## config.mk

```make
export PLATFORM = sky130hd
export DESIGN_NAME = bcd_seven_seg_driver_flat
export DESIGN_NICKNAME = d
export VERILOG_FILES = /design/src/rtl/bcd_seven_seg_driver_if.sv /design/src/rtl/bcd_seven_seg_driver.sv /design/src/flat_wrapper.sv
export SDC_FILE = /design/constraint.sdc
export NUM_CORES = 1
export LEC_CHECK = 0
export ABC_AREA = 1
export BUFFER_PORTS_ARGS = -buffer_cell sky130_fd_sc_hd__buf_2
export CORE_UTILIZATION = 35
export CTS_CLUSTER_SIZE = 14
export DETAILED_ROUTE_END_ITERATION = 8
export GPL_TIMING_DRIVEN = 0
export PLACE_DENSITY = 0.57
export SLEW_MARGIN = 10
export SYNTH_ARGS = -nofsm -noshare
export SYNTH_HDL_FRONTEND = slang
export SYNTH_SLANG_ARGS = --single-unit
export TNS_END_PERCENT = 50
```

## constraint.sdc

```tcl
create_clock -name clk -period 2.9 [get_ports clk]
set_input_delay 0.145 -clock clk [delete_from_list [all_inputs] [get_ports clk]]
set_output_delay 0.145 -clock clk [all_outputs]
set_load 0.1 [all_outputs]
```

## src/rtl/bcd_seven_seg_driver_if.sv

```systemverilog
// Signal bundle between the lab counter logic (master) and the seven-segment driver (slave).
// conv_state mirrors the converter FSM so checkers can bind to it.
interface bcd_seven_seg_driver_if;
    logic [9:0]  value;
    logic        blank;
    logic [3:0]  sym;
    logic        busy;
    logic [11:0] bcd;
    logic        ovf;
    logic [3:0]  DIGIT;
    logic [6:0]  DISPLAY;
    logic [1:0]  conv_state;

    modport master (
        output value, blank, sym,
        input  busy, bcd, ovf, DIGIT, DISPLAY, conv_state
    );

    modport slave (
        input  value, blank, sym,
        output busy, bcd, ovf, DIGIT, DISPLAY, conv_state
    );
endinterface

```

## src/rtl/bcd_seven_seg_driver.sv

```systemverilog
// Binary count to 4-digit multiplexed seven-segment display: sequential double-dabble
// converter plus a prescaled scan engine with registered anode/segment outputs.
module bcd_seven_seg_driver #(
    parameter int SCAN_BITS = 14
) (
    input  logic                   clk,
    input  logic                   rst,
    bcd_seven_seg_driver_if.slave  bus
);

    // Handshake: busy=1 means a conversion is in flight and value is not sampled;
    // while busy=0 the converter compares the clamped value against the last one
    // converted and starts a new conversion on any difference.

    typedef enum logic [1:0] {
        IDLE  = 2'd0,
        SHIFT = 2'd1,
        LATCH = 2'd2
    } conv_state_t;

    conv_state_t state;

    logic [9:0]  cv;
    logic        ovf_pending;
    logic [9:0]  last_cv;
    logic [9:0]  sr;
    logic [11:0] acc;
    logic [11:0] acc_adj;
    logic [3:0]  iter;
    logic        ovf_lat;
    logic [11:0] bcd_r;
    logic        ovf_r;
    logic        busy_r;

    always_comb begin
        ovf_pending = (bus.value > 10'd999);
        cv          = ovf_pending ? 10'd999 : bus.value;
    end

    // Add-3 correction applied to every BCD nibble before each shift.
    always_comb begin
        acc_adj = acc;
        for (int i = 0; i < 3; i++) begin
            if (acc[i*4 +: 4] >= 4'd5) begin
                acc_adj[i*4 +: 4] = acc[i*4 +: 4] + 4'd3;
            end
        end
    end

    always_ff @(posedge clk or posedge rst) begin
        if (rst) begin
            state   <= IDLE;
            last_cv <= '0;
            sr      <= '0;
            acc     <= '0;
            iter    <= '0;
            ovf_lat <= 1'b0;
            bcd_r   <= '0;
            ovf_r   <= 1'b0;
            busy_r  <= 1'b0;
        end else begin
            case (state)
                IDLE: begin
                    if (cv != last_cv) begin
                        sr      <= cv;
                        acc     <= '0;
                        last_cv <= cv;
                        ovf_lat <= ovf_pending;
                        iter    <= '0;
                        busy_r  <= 1'b1;
                        state   <= SHIFT;
                    end
                end
                SHIFT: begin
                    acc  <= {acc_adj[10:0], sr[9]};
                    sr   <= {sr[8:0], 1'b0};
                    iter <= iter + 4'd1;
                    if (iter == 4'd9) begin
                        state <= LATCH;
                    end
                end
                LATCH: begin
                    bcd_r  <= acc;
                    ovf_r  <= ovf_lat;
                    busy_r <= 1'b0;
                    state  <= IDLE;
                end
                default: begin
                    busy_r <= 1'b0;
                    state  <= IDLE;
                end
            endcase
        end
    end

    assign bus.busy       = busy_r;
    assign bus.bcd        = bcd_r;
    assign bus.ovf        = ovf_r;
    assign bus.conv_state = state;

    function automatic logic [6:0] seg_map(input logic [3:0] code);
        logic [6:0] seg;
        case (code)
            4'd0:    seg = 7'b1000000;
            4'd1:    seg = 7'b1111001;
            4'd2:    seg = 7'b0100100;
            4'd3:    seg = 7'b0110000;
            4'd4:    seg = 7'b0011001;
            4'd5:    seg = 7'b0010010;
            4'd6:    seg = 7'b0000010;
            4'd7:    seg = 7'b1111000;
            4'd8:    seg = 7'b0000000;
            4'd9:    seg = 7'b0010000;
            4'd10:   seg = 7'b0111111;
            4'd14:   seg = 7'b1011100;
            4'd15:   seg = 7'b1100011;
            default: seg = 7'b1111111;
        endcase
        return seg;
    endfunction

    logic [SCAN_BITS-1:0] prescaler;
    logic                 tick;
    logic [1:0]           idx;
    logic [1:0]           idx_next;
    logic [3:0]           next_code;
    logic [3:0]           digit_r;
    logic [6:0]           display_r;

    assign tick     = &prescaler;
    assign idx_next = idx + 2'd1;

    // Code for the digit about to be enabled; blank/sym only matter on its tick edge.
    always_comb begin
        case (idx_next)
            2'd0:    next_code = bus.blank ? 4'd10 : bcd_r[3:0];
            2'd1:    next_code = bus.blank ? 4'd10 : bcd_r[7:4];
            2'd2:    next_code = bus.blank ? 4'd10 : bcd_r[11:8];
            default: next_code = bus.sym;
        endcase
    end

    // Anode and segments load on the same edge so they can never disagree.
    always_ff @(posedge clk or posedge rst) begin
        if (rst) begin
            prescaler <= '0;
            idx       <= 2'd0;
            digit_r   <= 4'b1110;
            display_r <= 7'b1111111;
        end else begin
            prescaler <= prescaler + 1'b1;
            if (tick) begin
                idx       <= idx_next;
                digit_r   <= ~(4'b0001 << idx_next);
                display_r <= seg_map(next_code);
            end
        end
    end

    assign bus.DIGIT   = digit_r;
    assign bus.DISPLAY = display_r;

endmodule

```

## src/flat_wrapper.sv

```systemverilog
// flat-port wrapper written by rule: the top's interface ports become plain ports
module bcd_seven_seg_driver_flat 
#(
    parameter int SCAN_BITS = 14
)
  (clk, rst, bus_value, bus_blank, bus_sym, bus_busy, bus_bcd, bus_ovf, bus_DIGIT, bus_DISPLAY, bus_conv_state);
  bcd_seven_seg_driver_if bus_i ();
  input  logic clk;
  input  logic rst;
  input wire logic [$bits(bus_i.value)-1:0] bus_value;
  input wire logic [$bits(bus_i.blank)-1:0] bus_blank;
  input wire logic [$bits(bus_i.sym)-1:0] bus_sym;
  output wire logic [$bits(bus_i.busy)-1:0] bus_busy;
  output wire logic [$bits(bus_i.bcd)-1:0] bus_bcd;
  output wire logic [$bits(bus_i.ovf)-1:0] bus_ovf;
  output wire logic [$bits(bus_i.DIGIT)-1:0] bus_DIGIT;
  output wire logic [$bits(bus_i.DISPLAY)-1:0] bus_DISPLAY;
  output wire logic [$bits(bus_i.conv_state)-1:0] bus_conv_state;
  assign bus_i.value = bus_value;
  assign bus_i.blank = bus_blank;
  assign bus_i.sym = bus_sym;
  assign bus_busy = bus_i.busy;
  assign bus_bcd = bus_i.bcd;
  assign bus_ovf = bus_i.ovf;
  assign bus_DIGIT = bus_i.DIGIT;
  assign bus_DISPLAY = bus_i.DISPLAY;
  assign bus_conv_state = bus_i.conv_state;
  bcd_seven_seg_driver #(.SCAN_BITS(SCAN_BITS)) u_core (.clk(clk), .rst(rst), .bus(bus_i));
endmodule
```

Yosys cells after proc, flatten, opt, wreduce, memory -nomap -nowiden. Memories as Yosys holds them, arrays and structs flattened. A register that Yosys moved wholly into a read port is not among the register bits. Index checks and enable logic that the tools add are counted.

Flip-flop bits (word level): 73. Bits in latches: 0. Memory bits (writable): 0. Memory bits (read-only): 112. Input bits: 17. Output and inout bits: 27. Logic and storage cells: 61. Memories: 1.

Add/sub/neg operators: 6. $mul: 0. Div/mod/pow operators: 0. Magnitude comparators: 4. Equality and inequality tests: 8. Shifts and indexed selects: 1. Mux-type cells: 19. Bitwise logic cells: 2. Reduce and logical (&&, ||, !) cells: 8.

Memories: (name not given) (depth 16, bits a word 7, read ports 1, clocked after Yosys merged registers in 1, write ports 0, RTL line bcd_seven_seg_driver.sv:103) `case (code)`.

Operators by type and width (count): 4-bit two-way mux (6); 12-bit case mux with 2 select lines (1); 10-bit two-way mux (2); 10-bit case mux with 2 select lines (1); 14-bit by 1-bit adder with 14-bit output, second input constant (1); 14-bit AND reduction (1); 4-bit by 3-bit >= comparator with 1-bit output, second input constant (3); 12-bit two-way mux (1); 4-bit case mux with 3 select lines (1); 10-bit > comparator, second input constant (1); 10-bit != test (1); 4-bit by 2-bit adder with 4-bit output, second input constant (2); 4-bit case mux with 2 select lines (1); 2-bit AND reduction (4); 4-bit by 1-bit adder with 4-bit output, second input constant (1); 2-bit by 1-bit equality test with 1-bit output, second input constant (2); 2-bit equality test, second input constant (2); 4-bit equality test, second input constant (1); 2-bit zero test (2); 2-bit two-way mux (2); 2-bit by 1-bit != test with 1-bit output, second input constant (2); 4-bit NOT (1); 2-bit case mux with 2 select lines (1); 1-bit by 2-bit << shifter with 4-bit output, first input constant (1); other kinds (7) (7).

Longest topological paths before layout. Gate-level depths: netlist of run 1.

Depth in word-level cells: 5. Depth in mapped cells: 14. Mapped depth without buffers: 13.

Worst setup path before layout of run 1. OpenSTA, ideal clock, no wires.

Path type: reg2reg. From: register u_core.bcd_r[9] (netlist: u_core.bus.bcd[9]). To: register u_core.display_r[3] (netlist: u_core.bus.DISPLAY[3]). Setup time: 61 ps. Arrival time: 2278 ps. Required time: 2839 ps. Slack: 560 ps. Stages on the path, launching flop included: 12. Path buffers: 0. Period minus slack after synthesis: 2340 ps. Path through: dfrtp_1 > o21ai_0 > nand4_1 > o21ai_0 > inv_1 > ha_1 > or2_2 > o21ai_0 > nand2_1 > nand2_1 > nand2_1 > nand2_1.

Cells in the longest elaborated chain, start to end: 2.

RTL lines: start, declared (RTL line bcd_seven_seg_driver.sv:31) `logic [11:0] bcd_r;`; start signal, assigned (RTL line bcd_seven_seg_driver.sv:58) `bcd_r <= '0;`; start signal, assigned (RTL line bcd_seven_seg_driver.sv:83) `bcd_r <= acc;`; 4-bit two-way mux (RTL line bcd_seven_seg_driver.sv:138) `2'd2: next_code = bus.blank ? 4'd10 : bcd_r[11:8];`; 4-bit case mux with 3 select lines (RTL line bcd_seven_seg_driver.sv:135) `case (idx_next)`; end, declared (RTL line bcd_seven_seg_driver.sv:128) `logic [6:0] display_r;`.

Every way passes these cells. A chain may end at the register's enable or synchronous reset.

Final worst setup path of run 1.
From: register u_core.idx[0]. To: register u_core.display_r[1] (netlist: u_core.bus.DISPLAY[1]).

Cells in the longest elaborated chain, start to end: 3. Elaborated cells on any way between the ends: 5. Classes of those cells: add/sub (1); eq/ne (2); mux (1); reduce/logical (1).

RTL lines: start, declared (RTL line bcd_seven_seg_driver.sv:124) `logic [1:0] idx;`; start signal, assigned (RTL line bcd_seven_seg_driver.sv:153) `idx <= idx_next;`; 2-bit by 1-bit adder with 2-bit output * (RTL line bcd_seven_seg_driver.sv:131) `assign idx_next = idx + 2'd1;`; net u_core.idx_next[0] (RTL line bcd_seven_seg_driver.sv:125) `logic [1:0] idx_next;`; 2-bit equality test, or another cell as far along (RTL line bcd_seven_seg_driver.sv:135); 4-bit case mux with 3 select lines * (RTL line bcd_seven_seg_driver.sv:135).

The timed path passes the listed nets; every way through them passes the cells marked *.

==> results of run 1 <==
## Yosys cell counts (2+ instances only)
library cell	instances
inv_2	3
o21ai_1	14
nand2_1	153
ha_1	20
buf_1	3
a21oi_1	10
xnor2_1	2
nand4_1	4
buf_6	2
nand3_1	47
nor2_1	24
clkbuf_1	4
xor2_1	11
buf_4	4
dfstp_2	10
o211ai_1	3
dfrtp_1	70
nor3_1	3
o21ai_0	51
or2_2	3
inv_1	53
nand2_2	2
## what timing repair did
action,in CTS,in global routing
setup buffers,0,0
gates resized for setup,0,1
setup endpoints to repair,0,4
hold buffers,1,0
hold endpoints to repair,32,0
## through the flow
stage               hold WS [ns]  setup TNS (ns)  std cells  power [µW]
floorplan                  0.291               0        508        3480
global placement           0.440          -19.92        694        3930
detailed placement         0.203               0        695        3980
CTS                       0.0913               0        712        5200
global route               0.127               0        712        5550
finish                    0.0986               0        712        5150
## sequential cells by signal, indices dropped and copies added, names as in the netlist
name	count
u_core.bus.ovf	1
u_core.bus.DISPLAY	7
u_core.sr	10
u_core.bus.DIGIT	4
u_core.prescaler	14
u_core.ovf_lat	1
u_core.iter	4
u_core.bus.conv_state	2
u_core.acc	12
u_core.idx	2
u_core.bus.busy	1
u_core.last_cv	10
u_core.bus.bcd	12
## power by group through the flow
stage,clock (µW),sequential (µW),combinational (µW)
CTS,1230,1730,2240
global route,1270,1780,2510
detailed placement,0,1750,2240
finish,1200,1730,2220
global placement,0,1740,2190
floorplan,0,2310,1170
## final cells by class
| class | count | share of cell area [%] |
|---|---|---|
| Clock inverter | 2 | 0.715 |
| Sequential cell | 80 | 41.1 |
| Multi-Input combinational cell | 357 | 37.5 |
| Timing Repair Buffer | 45 | 5.16 |
| Inverter | 57 | 4.42 |
| Buffer | 14 | 1.71 |
| Clock buffer | 14 | 5.80 |
| Tap cell | 143 | 3.65 |
## final timing paths
| kind | to | slack (ns) | cells past startpoint |
|---|---|---|---|
| worst max-delay path | u_core.bus.DISPLAY[1]$_DFFE_PP1P_ | 0.50 | 12 |
| worst min register to register | u_core.prescaler[0]$_DFF_PP0_ | 0.46 | 1 |
| min in group asynchronous | u_core.last_cv[3]$_DFFE_PP0P_ | 0.37 | 3 |
| worst max register to register | u_core.bus.DISPLAY[1]$_DFFE_PP1P_ | 0.50 | 12 |
| worst min-delay path | u_core.last_cv[6]$_DFFE_PP0P_ | 0.1 | 3 |
| max in group asynchronous | u_core.bus.DISPLAY[6]$_DFFE_PP1P_ | 1.90 | 4 |
## worst reg2reg max path: cells and delay by family, from the launching register on
family	cells	cell delay [ns]
AOI/OAI and AO/OA	3	0.54
adders and majority gates	2	0.51
buffers and inverters	3	0.42
DFF	1	0.40
and+or+nand+nor	4	0.49
## layout by cell type, fill, tap and decap left out, types with 2 or more instances in the layout
master,synthesis,layout
nand2_1,153,153
dfrtp_1,70,70
inv_1,53,52
o21ai_0,51,50
nand3_1,47,47
buf_2,1,44
nor2_1,24,24
ha_1,20,20
o21ai_1,14,15
xor2_1,11,11
a21oi_1,10,10
dfstp_2,10,10
clkbuf_16,0,9
clkbuf_1,4,5
nand4_1,4,4
buf_4,4,4
clkbuf_8,0,4
inv_2,3,3
buf_1,3,3
nor3_1,3,3
or2_2,3,3
o211ai_1,3,3
buf_6,2,2
nand2_2,2,2
xnor2_1,2,2
## per-layer routing
metal,vias to the layer above,share of wire (%),routed length [µm],global-route usage (%)
met2,51,46,4100,25.5
met1,1604,48,4260,20.1
met5,-,0,0,0
met3,16,3.0,269,3.39
li1,1757,-,-,-
met4,0,2.4,208,7.02
## cell families (layout without fill, tap and decap cells)
group / after synthesis / count (layout) / synth area share [%]
adder cells (fa/ha/maj): 20 / 20 / 6.03
buffers and inverters: 71 / 132 / 7.18
AND/OR/NAND/NOR: 242 / 242 / 25.0
XOR/XNOR: 13 / 13 / 2.75
multiplexers: 1 / 1 / 0.271
AO/OA/AOI/OAI: 81 / 81 / 10.2
flip-flops: 80 / 80 / 48.6
==> impl_results.md, run 1 <==
- Crit. End Element: flop
- CTS Buf Count: 9
- Internal: around 2800 µW
- Routed Wire Length: a little under 9000 µm
- Clk Latency, worst-skew pair: between 0.3 and 0.4 ns
- DR WL/cell: about 12 µm
- Pins Over Slew Limit: 0
- WP data required: between 3 and 4 ns
- Worst setup path startpoint: u_core.idx[0]$_DFFE_PP0P_
- Sw Share: 45.1%
- CTS clk-pin slew, worst paths: around 0.06 ns
- CTS tree: built
- Full die area: between 10000 and 15000 µm²
- Share of cells above drive strength 1: 16.0%
- Most area-hungry cell type in the Yosys netlist: dfrtp_1
- Primary FF master, synth: dfrtp_1
- CP delay by family, top: compound AO/OA/AOI/OAI gates
- Net Sw Power: roughly 2300 µW
- Synthesized area: just over 4000 µm²
- Worst slack, placed: between 0.2 and 0.3 ns
- Worst Setup Start Kind: flop
- Routability congestion estimate: a little under 0.8
- Area after DPL: 4570 µm²
- Combinational fraction of design power: 43.1%
- Worst Skew: 0.00276 ns
- RSZ-0062 raised after global routing: false
- Pleak: around 0.0025 µW
- Async SR Flop Fraction: 100%
- Final period util: ~83%
- RR Startpoint: u_core.idx[0]$_DFFE_PP0P_
- IO Port Bufs: 43
- Final instance area: just under 5000 µm²
- # DRC: 0
- Status: finished clean
- IO Pins: 44
- Critical Path, Cell by Cell: inv_1 > ha_1 > inv_1 > o21ai_1 > inv_1 > ha_1 > or2_1 > o21ai_1 > nand2_1 > o21ai_0 > nand2_1 > nand2_1
- FILL cells: between 1k and 1.5k
- Sequential share of the synthesized area: 48.6%
- Reg power frac: 33.6%
- First-pass DRT Iterations: 5
- WP buf/inv: 3
- Yosys reg bits: 80
- Area of the multi-input gates: around 1800 µm²
- Post-DRT Antenna Nets: 0
- Drt via density: ~4.8
- Top post-synthesis cells by area: dfrtp_1 (42%), nand2_1 (14%), dfstp_2 (6.3%)
- Slowest stage delay, CP: roughly 0.40 ns
- Die Ht: around 110 µm
- Syn_nets: 545
- CTS sink count: 80
- Clk pwr share: between 20% and 30%
- FF+latch area: around 2000 µm²
- P&R area growth vs syn: 18.2%
- Max_cap viols: 0
- Peak Freq: roughly 420 MHz
- H-tree levels: 3
- Vias in the first global route: 3309
- First-pass GRT wire length: between 15000 and 20000 µm
- Critical-path top delay cell: dfrtp_1
- Post-synth EDFFs: 0
- Site Rows: 39
- Die width: roughly 110 µm
- Worst EP arrival: 2.68 ns
- Via count: 3428
- Core Footprint: between 10000 and 15000 µm²
- Fin nets: about 600
- Final core occ: about 43%
- Yosys warnings: 0
- Tightest Hold Check Type: in -> reg
- CTS root buffer: clkbuf_16
- DR iter-0 viols: 252
- Syn_area_per_cell: 8.16 µm²
- Slew headroom: approximately three fifths
- Critical Path Fanout Max: 6
- Post-Synthesis Cells: slightly above 500
- Power per Cell Area: 1050 nW/µm²
- Post-synthesis cell type count: 34
- DP HPWL: between 6000 and 7000 µm
- Largest net degree at the start of global routing: 49
- Gr usage total: about 16%
- Peak supply drop: ~0.41 mV
- Least-Margin Pin Slew: around 0.6 ns
- Worst setup margin: around 0.50 ns
- Kind of critical path: reg -> reg
- Tmin final: 2.40 ns
- Initial Util: a little over a third
- Congestion Overflow GR: 0
- CTS Buffer Depth: 2
- Setup-failing EPs final: 0
- Final hold vios: 0
- Ant diodes: 0
- Synth top area share: between 40% and 50%
- Initial antenna violation count: 0
- Min-delay src: bus_value[6]
(Power assumes the default switching activity.)
==> run 2: changes to the inputs <==
==> constraint.sdc (replaced) <==
create_clock -name clk -period 2.4 [get_ports clk]
set_input_delay 0.12 -clock clk [delete_from_list [all_inputs] [get_ports clk]]
set_output_delay 0.12 -clock clk [all_outputs]
set_load 0.1 [all_outputs]
==> run 2 against run 1 <==
Effect of this change:
- die area stayed put
- combinational power up 21%
- first-iteration DRC count grew 4.4%
- clock power rose by 21%
- critical path type unchanged
==> impl_results.md, run 2 (same netlist as run 1, synthesis figures left out) <==
- # DRC: 0 (unchanged)
- Initial antenna violation count: 0 (unchanged)
- Power per Cell Area: 1270 nW/µm² (+20%)
- CTS tree: built
- DR WL/cell: 12.4 µm (+0.24%)
- CTS Buf Count: 9 (unchanged)
- Status: finished clean
- Critical-path top delay cell: dfrtp_1
- Initial Util: 36.2% (unchanged)
- P&R area growth vs syn: 18.6%
- H-tree levels: 3 (unchanged)
- Peak Freq: 460 MHz (+10%)
- Pins Over Slew Limit: 0 (unchanged)
- R2R setup slack: 0.23 ns (-0.28 ns)
- First-pass DRT Iterations: 5 (unchanged)
- Drt via density: 4.81 (unchanged)
- Most common cell after layout, fill and taps aside: nand2_1
- Worst Setup Start Kind: flop
- Pleak: 0.00255 µW (about the same)
- Slew headroom: 59.8% (+0.067 points)
- Kind of critical path: reg -> reg
- CTS root buffer: clkbuf_16
- Site Rows: 39 (unchanged)
- WP data required: 2.68 ns (-0.50 ns)
- Largest net degree at the start of global routing: 49 (unchanged)
- CTS clk-pin slew, worst paths: 0.06 ns (about the same)
- Post CTS Setup Buffer Count: 0 (unchanged)
- Ant diodes: 0 (unchanged)
- RR Endpoint: u_core.bus.DISPLAY[1]$_DFFE_PP1P_
- Peak supply drop: 0.492 mV (+21%)
- Fin cells: 712 (unchanged)
- Worst EP arrival: 2.46 ns (-0.22 ns)
- Critical Path Fanout Max: 6 (unchanged)
- Final period util: 90.6% (+7.9 points)
- DP HPWL: 6380 µm (unchanged)
- Setup-failing EPs final: 0 (unchanged)
- First-pass GRT wire length: 15600 µm (unchanged)
- Routed Wire Length: 8860 µm (+0.24%)
- Most used cell, CP: nand2_1
- Worst Skew: 0.00260 ns (-0.000157 ns)
- IO Pins: 44 (unchanged)
- CTS Buffer Depth: 2 (unchanged)
- RR Startpoint: u_core.idx[0]$_DFFE_PP0P_
- Hold Path Depth: 3 (unchanged)
- Die width: 111 µm (unchanged)
- Core Footprint: 11500 µm² (unchanged)
- CTS sink count: 80 (unchanged)
- Vias in the first global route: 3309 (unchanged)
- Critical Path, Cell by Cell: inv_1 > ha_2 > inv_2 > nand4_1 > o21ai_4 > inv_1 > ha_1 > or2_1 > o21ai_1 > nand2_1 > o21ai_0 > nand2_1 > nand2_1
- Worst r2r path cells: 13 (+1)
- Setup TNS: 0 ns (unchanged)
- IO Port Bufs: 43 (unchanged)
- Max_cap viols: 0 (unchanged)
- Final core occ: 42.9% (+0.17 points)
- Min-delay src: bus_value[6]
- Final hold vios: 0 (unchanged)
- Tmin final: 2.17 ns (-0.224 ns)
- Congestion Overflow GR: 0 (unchanged)
- Tightest Hold Check Type: in -> reg
- Top reg by flops: u_core.prescaler
- Clk Latency, worst-skew pair: 0.34 ns (about the same)
- Post-DRT Antenna Nets: 0 (unchanged)
- Routability congestion estimate: 0.772 (unchanged)
- Share of cells above drive strength 1: 17.0% (+1.1 points)
- Least-Margin Pin Slew: 0.600 ns (-0.00100 ns)
- RSZ-0062 raised after global routing: false
- FILL cells: 1125 (-0.44%)
- Via count: 3428 (unchanged)
- Largest register FFs: 14 (unchanged)
- DR iter-0 viols: 263 (+4.4%)
- Die Ht: 111 µm (unchanged)
- Full die area: 12300 µm² (unchanged)
- Crit. End Element: flop
- Fin nets: 601 (unchanged)
- Slowest stage delay, CP: 0.38 ns (-0.02 ns)
- WHS Endpoint: u_core.last_cv[6]$_DFFE_PP0P_
- Pwr Total: 6230 µW (+21%)
- Placed Cells: 695 (unchanged)
- Leading cell types in the layout, fill and taps excluded: nand2_1 (153), dfrtp_1 (70), inv_1 (51)
- Gr usage total: 15.7% (unchanged)
-- run 2: cell count changes in the layout (fill, tap and decap cells not counted) --
cell / change
a22o_2: +1
inv_1: -1
o21ai_1: -1
a22o_1: -1
ha_1: -3
o21ai_4: +1
ha_2: +3
inv_2: +1
-- run 2: stage by stage --
step	hold slack, ns	setup WS (ns)	cell area [µm²]
finish	0.0754	0.227	4920
CTS	0.0663	0.115	4900
global placement	0.434	-0.764	4540
detailed placement	0.178	-0.243	4570
global route	0.102	0.00828	4920
floorplan	0.266	0.0604	4150
-- run 2: where the power goes --
| part | internal [µW] | switching [µW] | leakage (µW) |
|---|---|---|---|
| clock | 918 | 528 | 0.000159 |
| combinational | 742 | 1950 | 0.00140 |
| sequential | 1760 | 329 | 0.000985 |
| total | 3420 | 2800 | 0.00255 |
-- run 2: routing by layer --
| layer | wire length, µm | track usage, % | up-vias |
|---|---|---|---|
| met1 | 4220 | 20.1 | 1606 |
| met2 | 4170 | 25.5 | 51 |
| li1 | - | - | 1755 |
| met3 | 258 | 3.39 | 16 |
| met5 | 0 | 0 | - |
| met4 | 208 | 7.02 | 0 |
-- run 2: worst max-delay path by stage --
stage | from | to | slack (ns) | cells past startpoint
after floorplan | u_core.bus.bcd[9]$_DFFE_PP0N_ | u_core.bus.DISPLAY[3]$_DFFE_PP1P_ | 0.06 | 11
after global routing | u_core.idx[0]$_DFFE_PP0P_ | u_core.bus.DISPLAY[3]$_DFFE_PP1P_ | 0.008 | 13
final | u_core.idx[0]$_DFFE_PP0P_ | u_core.bus.DISPLAY[1]$_DFFE_PP1P_ | 0.23 | 13
after detailed placement | u_core.idx[0]$_DFFE_PP0P_ | u_core.bus.DISPLAY[1]$_DFFE_PP1P_ | -0.24 | 12
after global placement | rst | u_core.bus.bcd[5]$_DFFE_PP0N_ | -0.76 | 2
after CTS | u_core.idx[0]$_DFFE_PP0P_ | u_core.bus.DISPLAY[1]$_DFFE_PP1P_ | 0.12 | 12
-- run 2: area by class of cell --
| cell class | count | area [µm²] | area share, % |
|---|---|---|---|
| Buffer | 14 | 83.8 | 1.70 |
| Sequential cell | 80 | 2010 | 40.9 |
| Timing Repair Buffer | 45 | 253 | 5.14 |
| Multi-Input combinational cell | 357 | 1860 | 37.7 |
| Tap cell | 143 | 179 | 3.64 |
| Clock buffer | 14 | 284 | 5.77 |
| Clock inverter | 2 | 35.0 | 0.712 |
| Inverter | 57 | 216 | 4.40 |
-- run 2: timing repair --
action | CTS | global route
pin swaps | 0 | 0
endpoints found under the hold margin | 32 | 0
setup endpoints to repair | 6 | 5
hold buffers | 1 | 0
gates resized for setup | 2 | 6
-- run 2: critical path, delay by kind of cell (launching register included) --
family | cells | cell delay (ns)
simple gates | 5 | 0.64
compound gates | 3 | 0.30
buf+inv | 3 | 0.33
flops | 1 | 0.38
fa+ha+maj | 2 | 0.47
